`config.mk`:
```
export PLATFORM = sky130hd
export DESIGN_NAME = instr_loader
export DESIGN_NICKNAME = d
export VERILOG_FILES = /design/src/rtl/instr_loader.sv
export SDC_FILE = /design/constraint.sdc
export NUM_CORES = 1
export LEC_CHECK = 0
export ABC_AREA = 0
export ABC_CLOCK_PERIOD_IN_PS = 5000
export BUFFER_PORTS_ARGS = -buffer_cell sky130_fd_sc_hd__buf_2
export CORE_ASPECT_RATIO = 0.5
export CORE_MARGIN = 5
export CORE_UTILIZATION = 41
export DETAILED_ROUTE_END_ITERATION = 12
export GPL_ROUTABILITY_DRIVEN = 0
export PLACE_DENSITY = 0.58
export SLEW_MARGIN = 10
export SYNTH_ARGS = -nofsm -noshare
export SYNTH_HDL_FRONTEND = slang
export SYNTH_SLANG_ARGS = --single-unit
```
`constraint.sdc`:
```
create_clock -name clk -period 5 [get_ports clk]
set_input_delay 1.5 -clock clk [delete_from_list [all_inputs] [get_ports clk]]
set_output_delay 1.5 -clock clk [all_outputs]
set_load 0.005 [all_outputs]
```
`src/rtl/instr_loader.sv`:
```
`timescale 1ns/1ps
// ---------------------------------------------------------------------------
// instr_loader
//
// Program loader between a UART receiver and the instruction memory write
// port. A frame is a count byte N (0 means 256) followed by 4*N data bytes.
// Each group of four bytes is packed little-endian into a 32-bit word and
// written to the instruction memory at word addresses 0, 1, 2, ...
// The CPU is held in reset from power-up, while a frame is being received,
// and after any failed load; it is released only by a successful load.
//
// Optional feature (compile-time macro LOADER_CHECKSUM_EN):
//   the frame carries one trailing byte equal to the XOR of all data bytes.
//   A mismatching checksum sets err and keeps the CPU held.
//
// Parameters
//   TIMEOUT_CYCLES : idle clocks allowed between bytes inside a frame.
//
// Ports
//   clk      in   system clock, rising edge
//   rst      in   asynchronous active-high reset
//   rx_valid in   one-cycle strobe qualifying rx_data
//   rx_data  in   received byte [7:0]
//   we       out  instruction memory write enable, one pulse per word
//   addr_a   out  instruction memory word address [7:0]
//   din_a    out  instruction word [31:0]
//   cpu_hold out  high holds the CPU in reset
//   busy     out  high while a frame is in progress
//   done     out  one-cycle pulse on successful load
//   err      out  sticky abort flag, cleared by the next count byte
// ---------------------------------------------------------------------------
module instr_loader #(
    parameter int TIMEOUT_CYCLES = 1000000
) (
    input  logic        clk,
    input  logic        rst,
    input  logic        rx_valid,
    input  logic [7:0]  rx_data,
    output logic        we,
    output logic [7:0]  addr_a,
    output logic [31:0] din_a,
    output logic        cpu_hold,
    output logic        busy,
    output logic        done,
    output logic        err
);

    // The timeout counter only ever needs to reach TIMEOUT_CYCLES-1: the
    // cycle on which it would reach TIMEOUT_CYCLES is the abort cycle.
    localparam int TMO_W = (TIMEOUT_CYCLES > 1) ? $clog2(TIMEOUT_CYCLES) : 1;
    localparam logic [TMO_W-1:0] TMO_LAST = TMO_W'(TIMEOUT_CYCLES - 1);

`ifdef LOADER_CHECKSUM_EN
    typedef enum logic [1:0] {
        S_IDLE  = 2'd0,
        S_DATA  = 2'd1,
        S_CHECK = 2'd2
    } state_t;
`else
    typedef enum logic [1:0] {
        S_IDLE  = 2'd0,
        S_DATA  = 2'd1
    } state_t;
`endif

    // ------------------------------------------------------------------
    // State and datapath registers
    // ------------------------------------------------------------------
    state_t             r_state;
    logic [8:0]         r_words_left;   // words still to receive, 1..256
    logic [1:0]         r_byte_idx;     // byte lane of the next data byte
    logic [7:0]         r_word_idx;     // address of the word being built
    logic [23:0]        r_shift;        // lanes 0..2 of the word being built
    logic [TMO_W-1:0]   r_tmo;          // idle clocks since the last byte
    logic               r_we;
    logic [7:0]         r_addr;
    logic [31:0]        r_din;
    logic               r_hold;
    logic               r_busy;
    logic               r_done;
    logic               r_err;
`ifdef LOADER_CHECKSUM_EN
    logic [7:0]         r_acc;          // running XOR of data bytes
`endif

    // ------------------------------------------------------------------
    // Next-state values
    // ------------------------------------------------------------------
    state_t             w_state_nxt;
    logic [8:0]         w_words_nxt;
    logic [1:0]         w_byte_idx_nxt;
    logic [7:0]         w_word_idx_nxt;
    logic [23:0]        w_shift_nxt;
    logic [TMO_W-1:0]   w_tmo_nxt;
    logic               w_we_nxt;
    logic [7:0]         w_addr_nxt;
    logic [31:0]        w_din_nxt;
    logic               w_hold_nxt;
    logic               w_busy_nxt;
    logic               w_done_nxt;
    logic               w_err_nxt;
`ifdef LOADER_CHECKSUM_EN
    logic [7:0]         w_acc_nxt;
`endif
    logic               w_tmo_hit;

    // A byte arriving on the would-be timeout cycle wins, hence !rx_valid.
    assign w_tmo_hit = (r_state != S_IDLE) && !rx_valid && (r_tmo == TMO_LAST);

    // ------------------------------------------------------------------
    // State register
    // ------------------------------------------------------------------
    always_ff @(posedge clk or posedge rst) begin
        if (rst) begin
            r_state      <= S_IDLE;
            r_words_left <= 9'd0;
            r_byte_idx   <= 2'd0;
            r_word_idx   <= 8'd0;
            r_shift      <= 24'd0;
            r_tmo        <= '0;
            r_we         <= 1'b0;
            r_addr       <= 8'd0;
            r_din        <= 32'd0;
            r_hold       <= 1'b1;
            r_busy       <= 1'b0;
            r_done       <= 1'b0;
            r_err        <= 1'b0;
`ifdef LOADER_CHECKSUM_EN
            r_acc        <= 8'd0;
`endif
        end else begin
            r_state      <= w_state_nxt;
            r_words_left <= w_words_nxt;
            r_byte_idx   <= w_byte_idx_nxt;
            r_word_idx   <= w_word_idx_nxt;
            r_shift      <= w_shift_nxt;
            r_tmo        <= w_tmo_nxt;
            r_we         <= w_we_nxt;
            r_addr       <= w_addr_nxt;
            r_din        <= w_din_nxt;
            r_hold       <= w_hold_nxt;
            r_busy       <= w_busy_nxt;
            r_done       <= w_done_nxt;
            r_err        <= w_err_nxt;
`ifdef LOADER_CHECKSUM_EN
            r_acc        <= w_acc_nxt;
`endif
        end
    end

    // ------------------------------------------------------------------
    // Next-state and output logic
    // ------------------------------------------------------------------
    always_comb begin
        w_state_nxt    = r_state;
        w_words_nxt    = r_words_left;
        w_byte_idx_nxt = r_byte_idx;
        w_word_idx_nxt = r_word_idx;
        w_shift_nxt    = r_shift;
        w_we_nxt       = 1'b0;
        w_addr_nxt     = r_addr;
        w_din_nxt      = r_din;
        w_hold_nxt     = r_hold;
        w_busy_nxt     = r_busy;
        w_done_nxt     = 1'b0;
        w_err_nxt      = r_err;
`ifdef LOADER_CHECKSUM_EN
        w_acc_nxt      = r_acc;
`endif
        // Counter restarts on every byte and is parked at zero in IDLE.
        if ((r_state == S_IDLE) || rx_valid) begin
            w_tmo_nxt = '0;
        end else begin
            w_tmo_nxt = r_tmo + TMO_W'(1);
        end

        case (r_state)
            S_IDLE: begin
                if (rx_valid) begin
                    w_state_nxt    = S_DATA;
                    w_words_nxt    = (rx_data == 8'd0) ? 9'd256 : {1'b0, rx_data};
                    w_byte_idx_nxt = 2'd0;
                    w_word_idx_nxt = 8'd0;
                    w_err_nxt      = 1'b0;
                    w_busy_nxt     = 1'b1;
                    w_hold_nxt     = 1'b1;
`ifdef LOADER_CHECKSUM_EN
                    w_acc_nxt      = 8'd0;
`endif
                end
            end

            S_DATA: begin
                if (rx_valid) begin
`ifdef LOADER_CHECKSUM_EN
                    w_acc_nxt = r_acc ^ rx_data;
`endif
                    w_byte_idx_nxt = r_byte_idx + 2'd1;
                    case (r_byte_idx)
                        2'd0: w_shift_nxt[7:0]   = rx_data;
                        2'd1: w_shift_nxt[15:8]  = rx_data;
                        2'd2: w_shift_nxt[23:16] = rx_data;
                        default: begin
                            // Lane 3 completes the word; write it next cycle.
                            w_we_nxt       = 1'b1;
                            w_addr_nxt     = r_word_idx;
                            w_din_nxt      = {rx_data, r_shift};
                            w_word_idx_nxt = r_word_idx + 8'd1;
                            w_words_nxt    = r_words_left - 9'd1;
                            if (r_words_left == 9'd1) begin
`ifdef LOADER_CHECKSUM_EN
                                w_state_nxt = S_CHECK;
`else
                                w_state_nxt = S_IDLE;
                                w_done_nxt  = 1'b1;
                                w_hold_nxt  = 1'b0;
                                w_busy_nxt  = 1'b0;
`endif
                            end
                        end
                    endcase
                end
            end

`ifdef LOADER_CHECKSUM_EN
            S_CHECK: begin
                if (rx_valid) begin
                    w_state_nxt = S_IDLE;
                    w_busy_nxt  = 1'b0;
                    if (rx_data == r_acc) begin
                        w_done_nxt = 1'b1;
                        w_hold_nxt = 1'b0;
                    end else begin
                        w_err_nxt  = 1'b1;
                        w_hold_nxt = 1'b1;
                    end
                end
            end
`endif

            default: begin
                w_state_nxt = S_IDLE;
            end
        endcase

        // Abort: only reachable with no byte this cycle, so nothing above
        // has issued a write; a partially assembled word is discarded.
        if (w_tmo_hit) begin
            w_state_nxt = S_IDLE;
            w_err_nxt   = 1'b1;
            w_hold_nxt  = 1'b1;
            w_busy_nxt  = 1'b0;
            w_tmo_nxt   = '0;
        end
    end

    assign we       = r_we;
    assign addr_a   = r_addr;
    assign din_a    = r_din;
    assign cpu_hold = r_hold;
    assign busy     = r_busy;
    assign done     = r_done;
    assign err      = r_err;

endmodule

```
# Yosys cells after proc, flatten, opt, wreduce, memory -nomap -nowiden
# Cells that the tools add are included.
# Widths: inputs -> output; s select.
[word_totals]
register_bits = 110
word_cells = 91
[op_classes]
n_addsub = 4
eq_ne = 12
mux = 37
bitwise_logic = 1
reduce_logical = 22
[op_table]
columns = ["cell", "n"]
rows = [
  ["$mux 20", 2],
  ["$mux 9", 4],
  ["$mux 8", 3],
  ["$add 20x1->20 const B", 1],
  ["$eq 20x20->1 const B", 1],
  ["$pmux 9 s2", 1],
  ["$mux 1", 16],
  ["$pmux 8 s2", 1],
  ["$reduce_and 3->1", 5],
  ["$mux 2", 7],
  ["$ne 3x3->1 const B", 4],
  ["$eq 9x1->1 const B", 1],
  ["$sub 9x1->9 const B", 1],
  ["$add 8x1->8 const B", 1],
  ["$logic_not 8->1", 1],
  ["$pmux 2 s2", 2],
  ["$reduce_and 4->1", 2],
  ["$reduce_bool 2->1", 4],
  ["$ne 2x2->1 const B", 3],
  ["$reduce_and 5->1", 1],
  ["$eq 2x1->1 const B", 2],
  ["$logic_not 2->1", 2],
  ["$reduce_bool 3->1", 1],
  ["$reduce_or 3->1", 1],
  ["other kinds (8)", 9],
]

# Logic depth before layout (Yosys ltp)
# Gate-level depths: netlist of the first run.
[logic_depth]
word_depth = 6
depth_mapped = 7
depth_no_buf = 6

# Worst setup path after synthesis of the first run
# Ideal clock, no wire load.
[synth_path]
kind = "in2reg"
from = "input port rx_valid"
to = "register r_tmo[10]"
setup_time_ns = 0.132
arrival_ns = 2.750
t_required_ns = 4.868
slack_ns = 2.118
path_stages = 6
n_path_buf = 2
path_cell_list = "clkbuf_1 nor2b_1 nand3b_1 o21ai_1 clkbuf_1 nor2_1"
[synth_between]
elab_chain_cells = 4
[synth_rtl]
columns = ["element", "line_no", "text"]
rows = [
  ["start, declared", "37", "input logic rx_valid,"],
  ["$logic_not 1->1", "108", "assign w_tmo_hit = (r_state != S_IDLE) && !rx_valid && (r_tmo == TMO_LAST);"],
  ["$logic_and 1x1->1 (2 in a row)", "108", ""],
  ["$mux 20 (*)", "248", "if (w_tmo_hit) begin"],
  ["named net w_tmo_nxt[10]", "94", "logic [TMO_W-1:0] w_tmo_nxt;"],
  ["end signal, assigned", "137", "r_tmo <= w_tmo_nxt;"],
  ["end, declared", "74", "logic [TMO_W-1:0] r_tmo;"],
]
# The timed path passes the listed nets; every way through them passes the cells marked *.
# A chain may end at the register's enable or synchronous reset.

==> metrics.cfg, run 1 <==
[run_status]
status = finished clean

[setup_path]
worstPathCellList = buf_2
critPathMaxStageDelay_ns = 0.90
critPathArrivalTime_ns = 1.49
slowest_stage = dfrtp_1
crit_path_end_kind = primary output
critical_path_buf_inv_count = 1
worst_ep_required_time_ns = 3.50
path_delay_family = flip-flops
reg2reg_slack_ns = 2.69
crit_fanout = 27
criticalPathCategory = flop to primary output
crit_path_start_kind = flop

[drt]
viasPerCell = 5.07
wl_per_cell_um = 14.8
routed_wl_mm = 9.97
drc = 0
drt_iter0_drc = 142
antenna_left = 0
dr.pass1.iters = 4
via_count = 3422

[cts]
ctsResizeCount = 0
insertion_delay_ns = 0.35
clock_sinks = 108
numCtsBuffers = 9
cts_htree_levels = 3
clock-root-buffer = clkbuf_16
postCtsSetupBuffers = 0
cts_hold_buf = 0
cts_buffer_depth = 2
path_clk_slew_ns = 0.08
cts_tree = built

[timing]
timing.fmax_ghz = 0.334
slew_viol_final = 0
rsz0062_at_grt = false
fin_skew_ns = 0.00822
hold-worst-slack_ns = 0.463
worst_pin_slew_ns = 0.845
fin_crit_ns = 2.99
setup_viol = 0
hold_violations = 0
slew_headroom = 0.437
fin_crit_sh = 0.599
tns_ns = 0

[logic_synthesis]
ys_ff_latch = 108
synth_area_per_cell_um2 = 9.96
synth-edff-count = 0
synthDistinctLibCells = 48
synthTopCellsByArea = dfrtp_1, nand2_1, mux2_2, nand3_1, nor2_1
syn-cell-area_um2 = 4700
synth_nets = 491
yosysTopAreaCellShare = 0.570
synth_top_cell_by_area = dfrtp_1
yosysWarnings = 0
synth_cells = 472
synth_ff_type = dfrtp_1
synthArstFlopShare = 1.00
synth-seq-area-share = 0.575

[final_layout]
nFillCells = 1036
post-route-util = 0.490
syn2layout_area_growth_pct = 15.9
diodes = 0
final_common_cell = nand2_1
layout-drive-gt1-share = 0.204
fin_nets = 544
final_cell_mix = nand2_1, dfrtp_1, buf_2

[global_route]
overflow = 0
grt_pass1_wl_mm = 17.5
grt_max_degree = 61
grt_pass1_vias = 3488
antenna_found_initial = 0
track_usage = 0.157

[run]
cap_violations = 0

[floorplanning]
coreArea_um2 = 11100
die_w_um = 161
num_rows = 27
ios = 56
fp.dieArea_um2 = 13800
start_util = 0.423
die_h_um = 85.7

[placed_design]
hpwl_mm = 6.52
portBuffers = 55

[pwr]
total_leakage_power_nw = 2.64
peakVddDrop_uv = 202
powerDensity_nw_per_um2 = 497

[min_path]
min_path_type = flop to flop

path summary, 6_finish.rpt:
check,start,endpoint,cells past startpoint
setup / recovery,r_state[0],busy,1
hold / removal,r_shift[12],din_a[12],2
setup reg to reg,r_state[0],r_words_left[2],5
hold reg to reg,r_shift[12],din_a[12],2
max in group asynchronous,rst,r_shift[3],3
min in group asynchronous,rst,r_tmo[10],2
flip-flops by register name, summed over array words and instances (netlist names), 2 cells and up:
signal        count
addr_a            8
din_a            32
r_byte_idx        2
r_shift          24
r_tmo            20
r_word_idx        8
r_words_left      9
layout make-up:
cell class | count | area [um^2] | area share
well taps | 145 | 181 | 0.0333
repair buffers | 60 | 313 | 0.0574
inverters | 16 | 62.6 | 0.0115
clock inverters | 6 | 76.3 | 0.0140
flip-flops and latches | 108 | 2700 | 0.496
clock buffers | 10 | 239 | 0.0439
multi-input cells | 330 | 1870 | 0.344
cell usage after synthesis, types with 3 or more instances:
library cell and number:
a21oi_1 11, inv_1 14, ha_1 8, clkbuf_1 17, xnor2_1 10, mux2_2 24, mux2i_1 3, o21ai_0 15
and3_1 3, nand3_1 22, dfrtp_1 107, nor3_1 4, or3_1 4, o31ai_1 3, xor2_1 5, nor2_1 27
o211ai_1 3, or4_1 4, nor4_1 6, nand2_1 143, nand4_1 6
per-layer routing:
metal / track usage / share of wire / vias to the layer above
met5: 0 / 0 / -
met4: 0.0395 / 0.011 / 0
met3: 0.0432 / 0.045 / 9
met2: 0.257 / 0.46 / 46
met1: 0.211 / 0.48 / 1663
li1: - / - / 1704
where the power goes:
| part | switching [W] | internal [W] |
|---|---|---|
| registers | 0.000172 | 0.00115 |
| clock network | 0.000340 | 0.000412 |
| logic | 0.000323 | 0.000309 |
cells by family (layout without fill, tap and decap cells):
family | Yosys count | after routing | synth area share
buffers and inverters | 34 | 92 | 0.0274
AO/OA/AOI/OAI | 48 | 48 | 0.0633
flip-flops | 108 | 108 | 0.575
multiplexers | 27 | 27 | 0.0639
adder cells (fa/ha/maj) | 8 | 8 | 0.0213
XOR/XNOR | 15 | 15 | 0.0279
AND/OR/NAND/NOR | 232 | 232 | 0.221
metrics by stage:
stage	setup slack, ns	cells	power (W)	instance area [um^2]
after floorplan	0.656	472	0.00172	4700
final	2.01	675	0.00271	5450
after global routing	1.88	675	0.00291	5450
after CTS	1.99	675	0.00275	5450
after detailed placement	1.99	659	0.00199	5130
after global placement	2.03	659	0.00197	5130
(Power assumes the default switching activity.)
==> run 2: changes to the inputs <==
--- a/config.mk
+++ b/config.mk
@@ -6,7 +6,7 @@
 export NUM_CORES = 1
 export LEC_CHECK = 0
 export ABC_AREA = 0
-export ABC_CLOCK_PERIOD_IN_PS = 5000
+export ABC_CLOCK_PERIOD_IN_PS = 3000
 export BUFFER_PORTS_ARGS = -buffer_cell sky130_fd_sc_hd__buf_2
 export CORE_ASPECT_RATIO = 0.5
 export CORE_MARGIN = 5
==> constraint.sdc (replaced) <==
create_clock -name clk -period 3 [get_ports clk]
set_input_delay 0.9 -clock clk [delete_from_list [all_inputs] [get_ports clk]]
set_output_delay 0.9 -clock clk [all_outputs]
set_load 0.005 [all_outputs]
==> metrics.cfg, run 2 (synthesized netlist as in run 1, its figures left out) <==
[drt]
drt_iter0_drc = 166  ; +17%
via_count = 3384  ; -1.1%
drc = 0  ; unchanged
routed_wl_mm = 9.93  ; -0.47%
antenna_left = 0  ; unchanged
viasPerCell = 4.99  ; -1.5%
dr.pass1.iters = 4  ; unchanged
wl_per_cell_um = 14.6  ; -0.91%

[floorplanning]
start_util = 0.423  ; unchanged
die_w_um = 161  ; unchanged
fp.dieArea_um2 = 13800  ; unchanged
coreArea_um2 = 11100  ; unchanged
ios = 56  ; unchanged
die_h_um = 85.7  ; unchanged
num_rows = 27  ; unchanged

[setup_path]
criticalPathCategory = flop to primary output
worst_ep_required_time_ns = 2.10  ; -1.40 ns
crit_path_start_kind = flop
crit_fanout = 15  ; -44%
worstPathCellList = buf_2
critPathMaxStageDelay_ns = 0.64  ; -0.26 ns
slowest_stage = dfrtp_1
crit_path_end_kind = primary output
critical_path_buf_inv_count = 1  ; unchanged
path_delay_family = flip-flops
critPathArrivalTime_ns = 1.18  ; -0.31 ns

[final_layout]
diodes = 0  ; unchanged
nFillCells = 1037  ; +0.097%
final_area_um2 = 5490  ; +0.71%
multiInputGateArea_um2 = 1870  ; unchanged
final_cell_mix = nand2_1, dfrtp_1, buf_2
layout-drive-gt1-share = 0.208  ; +0.00448
post-route-util = 0.494  ; +0.00349
syn2layout_area_growth_pct = 16.7
ff_latch_area_um2 = 2700  ; unchanged
layout.cells.non_filler = 678  ; +0.44%
largest_register_ffs = 32  ; unchanged
fin_nets = 547  ; +0.55%
final_common_cell = nand2_1

[pwr]
pwr-share-seq = 0.491  ; +0.002
swShare = 0.309  ; +0.000414
power_frac_comb = 0.240  ; +0.007
total_leakage_power_nw = 2.65  ; +0.39%
powerDensity_nw_per_um2 = 820  ; +65%
p_sw_w = 0.00139  ; +66%
peakVddDrop_uv = 296  ; +46%
p_int_w = 0.00311  ; +66%
power_frac_clock = 0.269  ; -0.009

[timing]
timing.fmax_ghz = 0.481
setup_viol = 0  ; unchanged
slew_viol_final = 0  ; unchanged
slew_headroom = 0.521  ; +0.0847
hold_violations = 0  ; unchanged
fin_skew_ns = 0.00827  ; +0.0000486 ns
setup_slack_ns = 0.922  ; -1.08 ns
fin_crit_ns = 2.08
worst_pin_slew_ns = 0.711  ; -0.134 ns
rsz0062_at_grt = false
tns_ns = 0  ; unchanged
fin_crit_sh = 0.693

[cts]
insertion_delay_ns = 0.34  ; about the same
path_clk_slew_ns = 0.08  ; about the same
cts_hold_buf = 0  ; unchanged
cts_buffer_depth = 2  ; unchanged
clock-root-buffer = clkbuf_16
ctsResizeCount = 0  ; unchanged
cts_tree = built
cts_htree_levels = 3  ; unchanged
clock_sinks = 108  ; unchanged
postCtsSetupBuffers = 0  ; unchanged
numCtsBuffers = 9  ; unchanged

[min_path]
min_path_type = flop to flop

[global_route]
antenna_found_initial = 0  ; unchanged
grt_pass1_vias = 3370  ; -3.4%
grt_pass1_wl_mm = 17.0  ; -3.0%
grt_max_degree = 109  ; +79%
track_usage = 0.151  ; -0.00592
overflow = 0  ; unchanged

[placed_design]
hpwl_mm = 6.58  ; +0.98%
dp_slack_ns = 0.871  ; -1.12 ns
placed_cell_area_um2 = 5180  ; +0.95%
place_inst = 662  ; +0.46%
portBuffers = 55  ; unchanged

[run]
cap_violations = 0  ; unchanged

[run_status]
status = finished clean

[run 2: cell types whose count changed in the layout (fill, tap and decap cells not counted)]
cell,previous run,this run
clkbuf_8,1,0
inv_4,1,0
clkinv_2,0,1
buf_4,5,6
clkinvlp_4,0,2
buf_12,0,2
clkinv_4,1,0
[run 2: worst register-to-register path: stages, from the launching register on]
cell	delay [ns]
dfrtp_1	0.48
nand4_4	0.16
or4b_1	0.69
or4_1	0.45
a21oi_1	0.16
[run 2: layer usage]
metal / part of all wire / up-vias / GRT usage
met2: 0.45 / 40 / 0.245
met1: 0.51 / 1623 / 0.210
met3: 0.030 / 7 / 0.0360
li1: - / 1714 / -
met4: 0.0084 / 0 / 0.0325
met5: 0 / - / 0
[run 2: power groups by stage]
stage	logic [W]	clock network [W]	registers [W]
after CTS	0.00110	0.00126	0.00221
final	0.00108	0.00121	0.00221
after global placement	0.00107	0	0.00224
after detailed placement	0.00110	0	0.00224
after floorplan	0.000674	0	0.00220
after global routing	0.00124	0.00131	0.00227
[run 2: worst paths after layout]
path / to / start / depth (start not counted) / slack, ns
worst min-delay path: din_a[22] / r_shift[22] / 2 / 0.46
worst max-delay path: busy / r_state[0] / 1 / 0.92
worst max register to register: r_tmo[19] / r_tmo[4] / 4 / 0.99
worst min register to register: din_a[22] / r_shift[22] / 2 / 0.46
min in group asynchronous: r_tmo[6] / rst / 3 / 0.63
max in group asynchronous: r_state[0] / rst / 3 / 1.81
[run 2: cell type report]
class	count	share of cell area
Timing Repair Buffer	63	0.0657
Tap cell	145	0.0331
Sequential cell	108	0.493
Clock buffer	9	0.0410
Clock inverter	7	0.0146
Multi-Input combinational cell	330	0.341
Inverter	16	0.0116
[run 2: stage by stage]
step | total power [W] | hold WS [ns]
finish | 0.00450 | 0.461
global route | 0.00483 | 0.496
CTS | 0.00457 | 0.466
detailed placement | 0.00334 | 0.450
global placement | 0.00331 | 0.447
floorplan | 0.00287 | 0.433
